`src/rtl/step_dir_decoder.sv`:
```
// rtl/step_dir_decoder.sv - step/direction position decoder with idle timeout and step period capture
// Optional step glitch filter is compiled in when STEP_GLITCH_FILTER_EN is defined.
module step_dir_decoder #(
  parameter logic [15:0] POS_RESET    = 16'd32768,
  parameter int unsigned IDLE_TIMEOUT = 50000,
  parameter int unsigned FILT_LEN     = 4
) (
  input  logic        sys_clk,
  input  logic        sys_rst,
  input  logic        step_in,
  input  logic        dir_in,
  input  logic        load_en,
  input  logic [15:0] load_val,
  input  logic [15:0] goal_pulse,
  output logic [15:0] now_pulse,
  output logic        step_valid,
  output logic        moving,
  output logic        at_goal,
  output logic        pos_err,
  output logic [15:0] step_period
);

  typedef enum logic {ST_IDLE = 1'b0, ST_MOVING = 1'b1} state_t;

`ifdef STEP_GLITCH_FILTER_EN
  localparam int unsigned FILT_THR_I = FILT_LEN;
`else
  localparam int unsigned FILT_THR_I = 1;
`endif
  localparam int unsigned        FILT_W    = $clog2(FILT_LEN + 1);
  localparam logic [FILT_W-1:0]  FILT_THR  = FILT_W'(FILT_THR_I);
  localparam logic [FILT_W-1:0]  FILT_LAST = FILT_W'(FILT_THR_I - 1);
  localparam logic [31:0]        IDLE_LAST = 32'(IDLE_TIMEOUT - 1);

  logic              step_s1_q, step_s1_d, step_s2_q, step_s2_d;
  logic              dir_s1_q, dir_s1_d, dir_s2_q, dir_s2_d;
  logic              primed_q, primed_d, armed_q, armed_d;
  logic [FILT_W-1:0] filt_cnt_q, filt_cnt_d;
  logic [15:0]       now_q, now_d;
  logic              step_valid_q, step_valid_d;
  logic              pos_err_q, pos_err_d;
  logic              at_goal_q, at_goal_d;
  logic [15:0]       period_cnt_q, period_cnt_d;
  logic [15:0]       step_period_q, step_period_d;
  logic [31:0]       idle_cnt_q, idle_cnt_d;
  state_t            state_q, state_d;
  logic              accept;

  always_comb begin
    step_s1_d     = step_in;
    step_s2_d     = step_s1_q;
    dir_s1_d      = dir_in;
    dir_s2_d      = dir_s1_q;
    primed_d      = 1'b1;
    // A level already high when reset releases must drop before any edge counts.
    armed_d       = armed_q | (primed_q & ~step_s1_q);
    filt_cnt_d    = filt_cnt_q;
    now_d         = now_q;
    pos_err_d     = pos_err_q;
    step_period_d = step_period_q;
    period_cnt_d  = (period_cnt_q == 16'hFFFF) ? period_cnt_q : period_cnt_q + 16'd1;
    idle_cnt_d    = idle_cnt_q;
    state_d       = state_q;
    at_goal_d     = (now_q == goal_pulse) && (state_q == ST_IDLE);

    // Counts consecutive high samples; a threshold of 1 degenerates to a plain rising edge.
    if (!step_s2_q) begin
      filt_cnt_d = '0;
    end else if (filt_cnt_q != FILT_THR) begin
      filt_cnt_d = filt_cnt_q + FILT_W'(1);
    end
    accept       = step_s2_q && (filt_cnt_q == FILT_LAST) && armed_q;
    step_valid_d = accept;

    if (accept) begin
      period_cnt_d  = 16'd1;
      step_period_d = period_cnt_q;
      if (dir_s2_q) begin
        if (now_q == 16'h0000) pos_err_d = 1'b1;
        else                   now_d     = now_q - 16'd1;
      end else begin
        if (now_q == 16'hFFFF) pos_err_d = 1'b1;
        else                   now_d     = now_q + 16'd1;
      end
    end

    if (load_en) begin
      now_d     = load_val;
      pos_err_d = 1'b0;
    end

    case (state_q)
      ST_IDLE: begin
        idle_cnt_d = '0;
        if (accept) state_d = ST_MOVING;
      end
      ST_MOVING: begin
        if (accept) begin
          idle_cnt_d = '0;
        end else if (idle_cnt_q == IDLE_LAST) begin
          idle_cnt_d = '0;
          state_d    = ST_IDLE;
        end else begin
          idle_cnt_d = idle_cnt_q + 32'd1;
        end
      end
      default: begin
        idle_cnt_d = '0;
        state_d    = ST_IDLE;
      end
    endcase
  end

  always_ff @(posedge sys_clk) begin
    if (sys_rst) begin
      step_s1_q     <= 1'b0;
      step_s2_q     <= 1'b0;
      dir_s1_q      <= 1'b0;
      dir_s2_q      <= 1'b0;
      primed_q      <= 1'b0;
      armed_q       <= 1'b0;
      filt_cnt_q    <= '0;
      now_q         <= POS_RESET;
      step_valid_q  <= 1'b0;
      pos_err_q     <= 1'b0;
      at_goal_q     <= 1'b0;
      period_cnt_q  <= '0;
      step_period_q <= '0;
      idle_cnt_q    <= '0;
      state_q       <= ST_IDLE;
    end else begin
      step_s1_q     <= step_s1_d;
      step_s2_q     <= step_s2_d;
      dir_s1_q      <= dir_s1_d;
      dir_s2_q      <= dir_s2_d;
      primed_q      <= primed_d;
      armed_q       <= armed_d;
      filt_cnt_q    <= filt_cnt_d;
      now_q         <= now_d;
      step_valid_q  <= step_valid_d;
      pos_err_q     <= pos_err_d;
      at_goal_q     <= at_goal_d;
      period_cnt_q  <= period_cnt_d;
      step_period_q <= step_period_d;
      idle_cnt_q    <= idle_cnt_d;
      state_q       <= state_d;
    end
  end

  assign now_pulse   = now_q;
  assign step_valid  = step_valid_q;
  assign moving      = (state_q == ST_MOVING);
  assign at_goal     = at_goal_q;
  assign pos_err     = pos_err_q;
  assign step_period = step_period_q;

endmodule

```
`config.mk`:
```
export PLATFORM = sky130hd
export DESIGN_NAME = step_dir_decoder
export DESIGN_NICKNAME = d
export VERILOG_FILES = /design/src/rtl/step_dir_decoder.sv
export SDC_FILE = /design/constraint.sdc
export NUM_CORES = 1
export LEC_CHECK = 0
export CAP_MARGIN = 20
export CORE_AREA = 2 2 101 103
export DETAILED_ROUTE_END_ITERATION = 8
export DIE_AREA = 0 0 103 105
export GPL_ROUTABILITY_DRIVEN = 0
export PLACE_DENSITY = 0.8
export SLEW_MARGIN = 10
export SYNTH_ARGS = -nofsm -noshare
export SYNTH_HDL_FRONTEND = slang
export SYNTH_SLANG_ARGS = --single-unit
```
`constraint.sdc`:
```
create_clock -name sys_clk -period 7 [get_ports sys_clk]
set_input_delay 0.7 -clock sys_clk [delete_from_list [all_inputs] [get_ports sys_clk]]
set_output_delay 0.7 -clock sys_clk [all_outputs]
set_load 0.01 [all_outputs]
```
* Yosys cells after proc, flatten, opt, wreduce, memory -nomap -nowiden
Index checks and enable logic that the tools add are counted.
Cells by class: $add $sub $neg 5, equal/unequal tests 9, mux-type cells 18, bitwise logic cells 5, reduce and logical (&&, ||, !) cells 12
Operators by type and width (count):
- 16-bit 2-to-1 mux | 5
- 32-bit 2-to-1 mux | 2
- 32-bit case mux with 2 select lines | 1
- 16-bit by 1-bit adder with 16-bit output (second input constant) | 2
- 32-bit by 1-bit adder with 32-bit output (second input constant) | 1
- 16-bit equality test (second input constant) | 2
- 32-bit by 16-bit equality test with 1-bit output (second input constant) | 1
- 16-bit equality test | 1
- 16-bit zero test | 1
- 16-bit by 1-bit subtractor with 16-bit output (second input constant) | 1
- 1-bit 2-to-1 mux | 9
- 3-bit inequality test (second input constant) | 2
- 3-bit AND reduction | 2
- 2-bit OR reduction | 3
- 2-bit nonzero test | 2
- 3-bit by 1-bit adder with 3-bit output (second input constant) | 1
- 1-bit logical AND | 3
- 3-bit zero test | 1
- 3-bit by 1-bit inequality test with 1-bit output (second input constant) | 1
- 1-bit inverter | 3
- 2-bit by 1-bit inequality test with 1-bit output (second input constant) | 1
- 2-bit inequality test (second input constant) | 1
- 1-bit case mux with 2 select lines | 1
- 1-bit bitwise AND | 1
- 1-bit OR | 1
Word-level totals: flip-flop bits (word level) 93, input bits 37, output and inout bits 36, word-level logic and storage cells 65

* Depth between registers and ports, before layout
Gate-level depths: netlist (run 1).
depth in word-level cells 5, depth in mapped cells 8, depth with buffers taken out 7

* Worst setup path before layout (run 1)
No wires, ideal clock.
path type reg2reg, start register dir_s2_q, end register now_q[7] (netlist: now_pulse[7]), data arrival time 2.240 ns, setup slack 4.702 ns, cell stages (with the launch flop) 8, buffers on the path 0, cells stage by stage dfxtp_1 ha_1 a21o_1 a21oi_1 a21boi_1 or4_1 a31oi_1 o221a_2
Between the ends: longest elaborated chain between the ends 3, elaborated cells between the ends (all ways) 6, those cells by class eq/ne (2); mux (3); reduce/logical (1)
RTL lines:
- from (decl) | RTL line 36 | logic dir_s1_q, dir_s1_d, dir_s2_q, dir_s2_d;
- from (signal assigned) | RTL line 135 | dir_s2_q <= dir_s2_d;
- 16-bit 2-to-1 mux | RTL line 78 | if (dir_s2_q) begin
- 16-bit 2-to-1 mux | RTL line 75 | if (accept) begin
- 16-bit 2-to-1 mux | RTL line 87 | if (load_en) begin
- to (signal assigned) | RTL line 139 | now_q <= now_d;
- to (decl) | RTL line 39 | logic [15:0] now_q, now_d;
Parallel ways exist; a longest one is shown, timed or not. The select of a mux whose other input is x is not followed. A chain may end at the register's enable or synchronous reset.

* Worst setup path in the final report (run 1)
start register filt_cnt_q[0], end register idle_cnt_q[24]
Between the ends: longest elaborated chain between the ends 5
RTL lines:
- from (decl) | RTL line 38 | logic [FILT_W-1:0] filt_cnt_q, filt_cnt_d;
- from (signal assigned) | RTL line 138 | filt_cnt_q <= filt_cnt_d;
- 3-bit zero test | RTL line 72 | accept = step_s2_q && (filt_cnt_q == FILT_LAST) && armed_q;
- 1-bit logical AND (2 in a row) | RTL line 72
- 32-bit 2-to-1 mux | RTL line 98 | if (accept) begin
- 32-bit case mux with 2 select lines | RTL line 92 | case (state_q)
- to (signal assigned) | RTL line 145 | idle_cnt_q <= idle_cnt_d;
- to (decl) | RTL line 45 | logic [31:0] idle_cnt_q, idle_cnt_d;
No other way between the ends.

==> results.yml, run 1 <==
sta:
  finalClockSkew_ps: 13.8
  finalSetupViolations: 0
  period_needed_ps: 3010
  max_slew_margin_pct: 37.5
  hold_ws_ps: 453
  rsz0062_at_grt: "false"
  tightest_slew_ps: 933
  max_freq_mhz: 333
  post-route-period-util_pct: 43.0
  fin_setup_tns_ps: 0
  slew_violations: 0
  hold_violations: 0
  finalWorstSetupSlack_ps: 3990
layout:
  drive_gt1_share_pct: 3.62
  fin_util_pct: 61.9
  n_antenna_cell: 0
  nets: 715
  syn2layout_area_growth_pct: 21.2
  final_cell_count_no_fill: 796
synth:
  seq_area_frac_synth_pct: 37.8
  yosysTopAreaCellShare_pct: 37.8
  synthTopCellsByCount: "dfxtp_1 (93), nor2_1 (87), nand2_1 (72)"
  synth-seq-cells: 93
  synth_flop_cell: "dfxtp_1"
  netlist_top_cells_area: "dfxtp_1 (38%), xor2_1 (6.8%), nor2_1 (6.6%), nand2_1 (5.5%), ha_1 (4.8%)"
  synth_area_sq_um: 4920
  synthArstFlopShare_pct: 0
  syn_nets: 654
  yosys_warnings: 0
  yosysUniqueCellTypes: 57
  synth_edf_count: 0
  netlist_instances: 597
  syn_area_per_cell_sq_um: 8.24
  yosysMostFrequentCell: "dfxtp_1"
  synth_area_leader_cell: "dfxtp_1"
placed_design:
  port_buffers: 72
  hpwl_mm: 8.65
  dpl_worst_slack_ps: 3860
  dp_cells: 780
worst_setup_path:
  cp-end-kind: "flop"
  required_ps: 7220
  cp-start-kind: "flop"
  criticalPathCategory: "reg -> reg"
  crit_fanout: 32
  critical_path_arrival_ps: 3230
clocking:
  insertion_delay_ps: 350
  cts_root_buffer: "clkbuf_8"
  cts_buffers: 9
  cts.path.max_buffers: 2
  clkSinkCount: 93
  postCtsResizedCells: 0
  cts_htree_levels: 3
  cts_tree: "done"
  postCtsHoldBufs: 0
  cts_setup_buffers: 0
  clk_transition_reported_paths_ps: 90
floorplanning:
  die_h_um: 105
  start_util_pct: 51.1
  dieArea_sq_um: 10800
  rows: 36
  ios: 73
  die_width_um: 103
  core-area_sq_um: 9640
grt:
  first_global_vias: 4209
  grt_overflow: 0
  grt_usage_pct: 22.3
  use_met3_pct: 3.28
  use_met2_pct: 35.3
  grt_max_degree: 37
  use_met1_pct: 30.3
  grt_antenna_before_repair: 0
  grt_first_pass_wirelength_mm: 19.6
  top_usage_layer: "met2"
pwr:
  share_comb_of_total_power_pct: 11.1
  clockPowerShare_pct: 38.4
  internal-power_mw: 0.848
  power_switching_mw: 0.257
  peakVddDrop_uv: 92.2
  power.density_nw_per_um2: 185
  switching_share_pct: 23.2
  p_leak_nw: 2.19
  pwr-share-seq_pct: 50.5
routing:
  vias_per_cell: 5.61
  drc: 0
  num_vias: 4465
  antenna_left: 0
  dr.pass1.iters: 4
  drt-wirelength-per-cell_um: 14.8
  drt_iter0_drc: 160
  wl_mm: 11.8
status:
  status: "complete, no violations"
worst_hold_path:
  hold_class: "reg -> reg"
flow_run:
  maxCapViolations: 0
## metal layers
layer	part of all wire (%)	wire (um)
met5	0	0
met4	2.5	290
met3	4.7	550
met2	47	5540
met1	46	5430
## worst paths after layout
| check | slack (ps) | from | cells past startpoint | end |
|---|---|---|---|---|
| setup reg to reg | 3990 | filt_cnt_q[0] | 6 | idle_cnt_q[24] |
| hold reg to reg | 450 | step_s1_q | 2 | step_s2_q |
| hold / removal | 450 | step_s1_q | 2 | step_s2_q |
| setup / recovery | 3990 | filt_cnt_q[0] | 6 | idle_cnt_q[24] |
## power groups by stage
stage / Clock, mW / Sequential, mW / Combinational, mW
final: 0.424 / 0.558 / 0.123
after detailed placement: 0 / 0.569 / 0.121
after global placement: 0 / 0.569 / 0.118
after global routing: 0.451 / 0.560 / 0.134
after floorplan: 0 / 0.566 / 0.0692
after CTS: 0.429 / 0.557 / 0.122
## cell families after synthesis
family | count (synthesis) | share of synthesized area [%]
AND/OR/NAND/NOR | 267 | 26.8
AO/OA/AOI/OAI | 108 | 14.5
flip-flops | 93 | 37.8
XOR/XNOR | 63 | 11.2
buffers and inverters | 40 | 3.18
adder cells (fa/ha/maj) | 20 | 5.24
multiplexers | 6 | 1.22
## registers in the layout (all words and copies together), names as in the netlist
register,count
idle_cnt_q,32
now_pulse,16
period_cnt_q,16
step_period,16
filt_cnt_q,3
armed_q,1
at_goal,1
dir_s1_q,1
dir_s2_q,1
moving,1
pos_err,1
primed_q,1
step_s1_q,1
step_s2_q,1
step_valid,1
## placed cells by master, fill, tap and decap left out, types with 6 or more instances in the layout
cell type         n
ha_1             19
clkdlybuf4s50_1  72
a211oi_1         12
o21ai_0          16
xnor2_1          25
nand4_1          14
nand3_1          17
nor4_1           11
a21o_1           10
xor2_1           38
or3_1             6
dfxtp_1          93
clkbuf_8         10
nand2_1          72
and3_1           17
mux2i_1           6
nor2_1           87
inv_1            17
nor3_1            9
a21oi_1          37
## cell type report
cell class              instances  area [sq um]
clock buffers                  12           145
clock inverters                 4          95.1
fillers                       865          3680
inverters                      17          63.8
multi-input cells             464          2900
flip-flops and latches         93          1860
well taps                     133           166
repair buffers                 73           728
## worst max-delay path: stages, from the launching register on
cell	delay, ps
dfxtp_1	360
inv_1	70
ha_1	160
nand4b_1	730
nand2_1	820
or2_2	600
nor2_1	110
## metrics by stage
stage | area, sq um | total power [mW]
floorplan | 4920 | 0.636
global placement | 5720 | 0.687
detailed placement | 5720 | 0.691
CTS | 5960 | 1.11
global route | 5960 | 1.14
finish | 5960 | 1.10
Note: power is estimated with default switching activity, not from simulation.
==> run 2: changes to the inputs <==
--- a/config.mk
+++ b/config.mk
@@ -6,9 +6,9 @@
 export NUM_CORES = 1
 export LEC_CHECK = 0
 export CAP_MARGIN = 20
-export CORE_AREA = 2 2 101 103
+export CORE_AREA = 2 2 104 106
 export DETAILED_ROUTE_END_ITERATION = 8
-export DIE_AREA = 0 0 103 105
+export DIE_AREA = 0 0 106 108
 export GPL_ROUTABILITY_DRIVEN = 0
 export PLACE_DENSITY = 0.8
 export SLEW_MARGIN = 10
==> constraint.sdc (replaced) <==
create_clock -name sys_clk -period 2.7 [get_ports sys_clk]
set_input_delay 0.27 -clock sys_clk [delete_from_list [all_inputs] [get_ports sys_clk]]
set_output_delay 0.27 -clock sys_clk [all_outputs]
set_load 0.01 [all_outputs]
==> results.yml, run 2 (same netlist as run 1, synthesis figures left out) <==
floorplanning:
  die_h_um: 108
  rows: 37
  ios: 73
  die_width_um: 106
  dieArea_sq_um: 11400
  start_util_pct: 48.1
  core-area_sq_um: 10200
layout:
  multi_input_area_sq_um: 2900
  nets: 723
  drive_gt1_share_pct: 5.22
  seq_area_sq_um: 1860
  n_antenna_cell: 0
  largest_register_ffs: 32
  most-common-layout-cells: "dfxtp_1 (92), nor2_1 (87), nand2_1 (72), clkdlybuf4s50_1 (72), xor2_1 (38)"
  syn2layout_area_growth_pct: 21.8
  fillCellCount: 881
  layout_commonest_cell: "dfxtp_1"
  largest_register: "idle_cnt_q"
grt:
  grt_antenna_before_repair: 0
  grt_max_degree: 33
  first_global_vias: 4341
  grt_first_pass_wirelength_mm: 19.8
  grt_usage_pct: 21.5
  grt_overflow: 0
clocking:
  cts_htree_levels: 3
  postCtsHoldBufs: 0
  cts_buffers: 9
  cts_root_buffer: "clkbuf_8"
  clkSinkCount: 93
  cts_tree: "done"
  cts.path.max_buffers: 2
  clk_transition_reported_paths_ps: 110
  insertion_delay_ps: 380
routing:
  num_vias: 4516
  drc: 0
  drt-wirelength-per-cell_um: 15.1
  highest_layer: "met4"
  vias_per_cell: 5.60
  met3_length_um: 693
  wl_mm: 12.2
  antenna_left: 0
  met1Wirelength_mm: 5.15
  drt_iter0_drc: 202
  dr.pass1.iters: 4
  dr_wl_met2_mm: 6.05
placed_design:
  dpl_worst_slack_ps: 252
  port_buffers: 72
  hpwl_mm: 8.88
sta:
  slew_violations: 0
  max_freq_mhz: 423
  finalWorstSetupSlack_ps: 334
  period_needed_ps: 2370
  finalSetupViolations: 0
  rsz0062_at_grt: "false"
  finalClockSkew_ps: 10.7
  max_slew_margin_pct: 53.6
  hold_violations: 0
  fin_setup_tns_ps: 0
  post-route-period-util_pct: 87.6
  tightest_slew_ps: 694
pwr:
  share_comb_of_total_power_pct: 11.9
  p_leak_nw: 2.21
  switching_share_pct: 27.2
  clockPowerShare_pct: 35.6
  power.density_nw_per_um2: 459
  pwr-share-seq_pct: 52.5
  power_switching_mw: 0.747
  peakVddDrop_uv: 249
  internal-power_mw: 2.00
worst_setup_path:
  crit_chain: "ha_1 -> a21o_1 -> a21oi_1 -> a21boi_1 -> or4_1 -> a31oi_1 -> o221a_2"
  crit_fanout: 9
  cp-end-kind: "flop"
  r2r-start: "now_pulse[3]"
  critical_path_arrival_ps: 2690
  r2r-end: "now_pulse[7]"
  required_ps: 3030
  rr_worst_depth: 7
  cp-start-kind: "flop"
  critPathMaxStageDelay_ps: 510
  cpMaxStageDelayCell: "dfxtp_1"
  worst-r2r-setup-slack_ps: 330
  criticalPathCategory: "reg -> reg"
worst_hold_path:
  whs_endpoint: "step_s1_q"
  whs_path_depth: 2
  hold_start: "step_in"
  hold_class: "in -> reg"
status:
  status: "complete, no violations"
flow_run:
  maxCapViolations: 0
==> run 2: cell count changes in the layout (fill, tap and decap cells not counted), sizes merged <==
cell,before,now
clkinvlp,0,2
bufinv,3,1
inv,17,20
clkbuf,12,9
buf,1,9
==> run 2: cell type report <==
| class | count | area share (%) |
|---|---|---|
| multi-input cells | 464 | 48.4 |
| clock inverters | 7 | 1.34 |
| inverters | 17 | 1.06 |
| clock buffers | 9 | 2.07 |
| flip-flops and latches | 93 | 31.1 |
| repair buffers | 81 | 13.2 |
| well taps | 136 | 2.84 |
==> run 2: metrics by stage <==
stage / util [%] / total power [mW] / area (sq um) / std cells / hold WS (ps)
4_1_cts: 58.6 / 2.75 / 5990 / 807 / 458
3_3_place_gp: 56.6 / 1.78 / 5790 / 791 / 424
6_report: 58.6 / 2.75 / 5990 / 807 / 459
3_5_place_dp: 56.6 / 1.80 / 5790 / 791 / 441
5_1_grt: 58.6 / 2.86 / 5990 / 807 / 452
2_1_floorplan: - / 1.65 / 4920 / 597 / 387
==> run 2: how the worst max path moves through the flow <==
stage,startpoint,endpoint,slack [ps],cells past startpoint
2_1_floorplan,dir_s2_q,now_pulse[7],400,7
3_3_place_gp,dir_s2_q,now_pulse[7],340,7
3_5_place_dp,dir_s2_q,now_pulse[7],250,7
4_1_cts,dir_s2_q,now_pulse[7],210,7
5_1_grt,dir_s2_q,now_pulse[11],160,8
6_report,now_pulse[3],now_pulse[7],330,7
==> run 2: routing by layer <==
layer,up-vias,track usage (%)
met4,0,8.55
met3,29,4.28
met2,155,37.1
met5,-,0
met1,2093,26.4
li1,2239,-
==> run 2: power by group through the flow <==
stage / clock network [mW] / registers, mW / logic (mW)
global route: 1.05 / 1.45 / 0.359
global placement: 0 / 1.47 / 0.311
floorplan: 0 / 1.47 / 0.179
finish: 0.977 / 1.44 / 0.327
CTS: 0.987 / 1.44 / 0.325
detailed placement: 0 / 1.47 / 0.323
==> run 2: worst max-delay path, delay by kind of cell (launching register included) <==
kind                       cells  cell delay [ps]
adders and majority gates      1              350
AOI/OAI and AO/OA              5             1000
DFF                            1              510
and+or+nand+nor                1              470
==> run 2: timing repair <==
action / CTS / global route
setup buffers: 0 / 0
gates resized for setup: 0 / 1
endpoints found under the setup margin: 0 / 1
==> run 3: changes to the inputs <==
==> constraint.sdc (replaced) <==
create_clock -name sys_clk -period 1.9 [get_ports sys_clk]
set_input_delay 0.19 -clock sys_clk [delete_from_list [all_inputs] [get_ports sys_clk]]
set_output_delay 0.19 -clock sys_clk [all_outputs]
set_load 0.01 [all_outputs]
==> results.yml, run 3 (same netlist as run 1, synthesis figures left out) <==
status:
  status: "complete, but fails checks"
  violations: "negative setup slack"
grt:
  grt_first_pass_wirelength_mm: 22.3
  first_global_vias: 4910
  grt_overflow: 0
  grt_usage_pct: 24.1
  grt_max_degree: 33
  grt_antenna_before_repair: 0
worst_setup_path:
  cpMaxStageDelayCell: "dfxtp_4"
  cp-start-kind: "flop"
  cp-end-kind: "flop"
  crit_fanout: 8
  crit_chain: "buf_6 -> ha_4 -> a21oi_2 -> nand4b_1 -> a21boi_4 -> buf_6 -> a211oi_2 -> a211o_1 -> a32oi_1"
  critPathMaxStageDelay_ps: 400
  critical_path_arrival_ps: 2460
  crit_buf_inv: 2
  criticalPathCategory: "reg -> reg"
  cp_top_family: "compound AO/OA/AOI/OAI gates"
  required_ps: 2180
  crit_top_cell: "buf_6"
clocking:
  insertion_delay_ps: 370
  clk_transition_reported_paths_ps: 100
  cts.path.max_buffers: 2
  cts_tree: "done"
  cts_buffers: 9
  clkSinkCount: 93
  cts_htree_levels: 3
  cts_root_buffer: "clkbuf_8"
  postCtsHoldBufs: 0
sta:
  finalWorstSetupSlack_ps: -284
  slew_violations: 0
  finalClockSkew_ps: 16.5
  period_needed_ps: 2180
  post-route-period-util_pct: 115
  max_freq_mhz: 458
  hold_ws_ps: 381
  fin_setup_tns_ps: -1820
  max_slew_margin_pct: 73.1
  finalSetupViolations: 15
  hold_violations: 0
  rsz0062_at_grt: "true"
  tightest_slew_ps: 398
floorplanning:
  ios: 73
  rows: 37
  dieArea_sq_um: 11400
  start_util_pct: 48.1
  die_width_um: 106
  die_h_um: 108
  core-area_sq_um: 10200
routing:
  drc: 0
  drt-wirelength-per-cell_um: 15.8
  num_vias: 4913
  wl_mm: 13.9
  vias_per_cell: 5.60
  drt_iter0_drc: 200
  dr.pass1.iters: 6
  antenna_left: 0
placed_design:
  hpwl_mm: 9.96
  dp_cells: 850
  port_buffers: 72
  placed_cell_area_sq_um: 6280
layout:
  seq_area_sq_um: 1880
  largest_register_ffs: 32
  nets: 794
  largest_register: "idle_cnt_q"
  design_area_sq_um: 6800
  layout_commonest_cell: "nor2_1"
  syn2layout_area_growth_pct: 38.2
  final_cell_count_no_fill: 878
  most-common-layout-cells: "nor2_1 (87), dfxtp_1 (82), buf_4 (74)"
  fillCellCount: 797
  drive_gt1_share_pct: 20.9
  n_antenna_cell: 0
  multi_input_area_sq_um: 3160
pwr:
  power.density_nw_per_um2: 575
  p_leak_nw: 2.58
  peakVddDrop_uv: 334
flow_run:
  maxCapViolations: 0
worst_hold_path:
  hold_class: "in -> reg"
## run 3: path summary, 6_finish.rpt
kind                            cells after the start        start             to  slack, ps
worst min-delay path                                3  load_val[3]   now_pulse[3]        380
worst min register to register                      2    step_s1_q      step_s2_q        450
worst max-delay path                                9     dir_s2_q  now_pulse[15]       -280
worst max register to register                      9     dir_s2_q  now_pulse[15]       -280
## run 3: final cells by class
cell class                 instances  area share, %
clock buffer                      10           2.02
inverter                          17          0.939
sequential                        93           27.6
tap                              136           2.50
clock inverter                     6          0.534
multi-input combinational        464           46.4
timing repair buffer             152           19.9
## run 3: layer usage
metal | vias to the layer above | track usage, % | routed length, um
met4 | 0 | 9.30 | 331
met3 | 38 | 3.25 | 804
li1 | 2369 | - | -
met2 | 191 | 44.6 | 7020
met1 | 2315 | 28.2 | 5750
met5 | - | 0 | 0
## run 3: worst register-to-register path, stage by stage (launching register included)
cell,delay (ps)
dfxtp_4,400
buf_6,140
ha_4,250
a21oi_2,50
nand4b_1,240
a21boi_4,310
buf_6,150
a211oi_2,50
a211o_1,250
a32oi_1,250
## run 3: report_power, final
group	total (mW)	internal (mW)	switching [mW]
logic	0.654	0.341	0.313
clock network	1.22	0.507	0.715
registers	2.03	1.99	0.0452
## run 3: what timing repair did
item / CTS / global route
gates cloned: 0 / 0
setup buffers: 10 / 3
pin swaps: 19 / 16
resized for setup: 22 / 37
endpoints found under the setup margin: 18 / 26
hold endpoints to repair: 0 / 0
## run 3: stage by stage
stage	setup slack [ps]	total power [mW]	util [%]
final	-284	3.91	66.5
after global routing	-314	4.05	66.5
after global placement	-66.2	2.63	61.4
after floorplan	-10.0	2.35	-
after detailed placement	-203	2.65	61.4
after CTS	-190	3.86	64.6
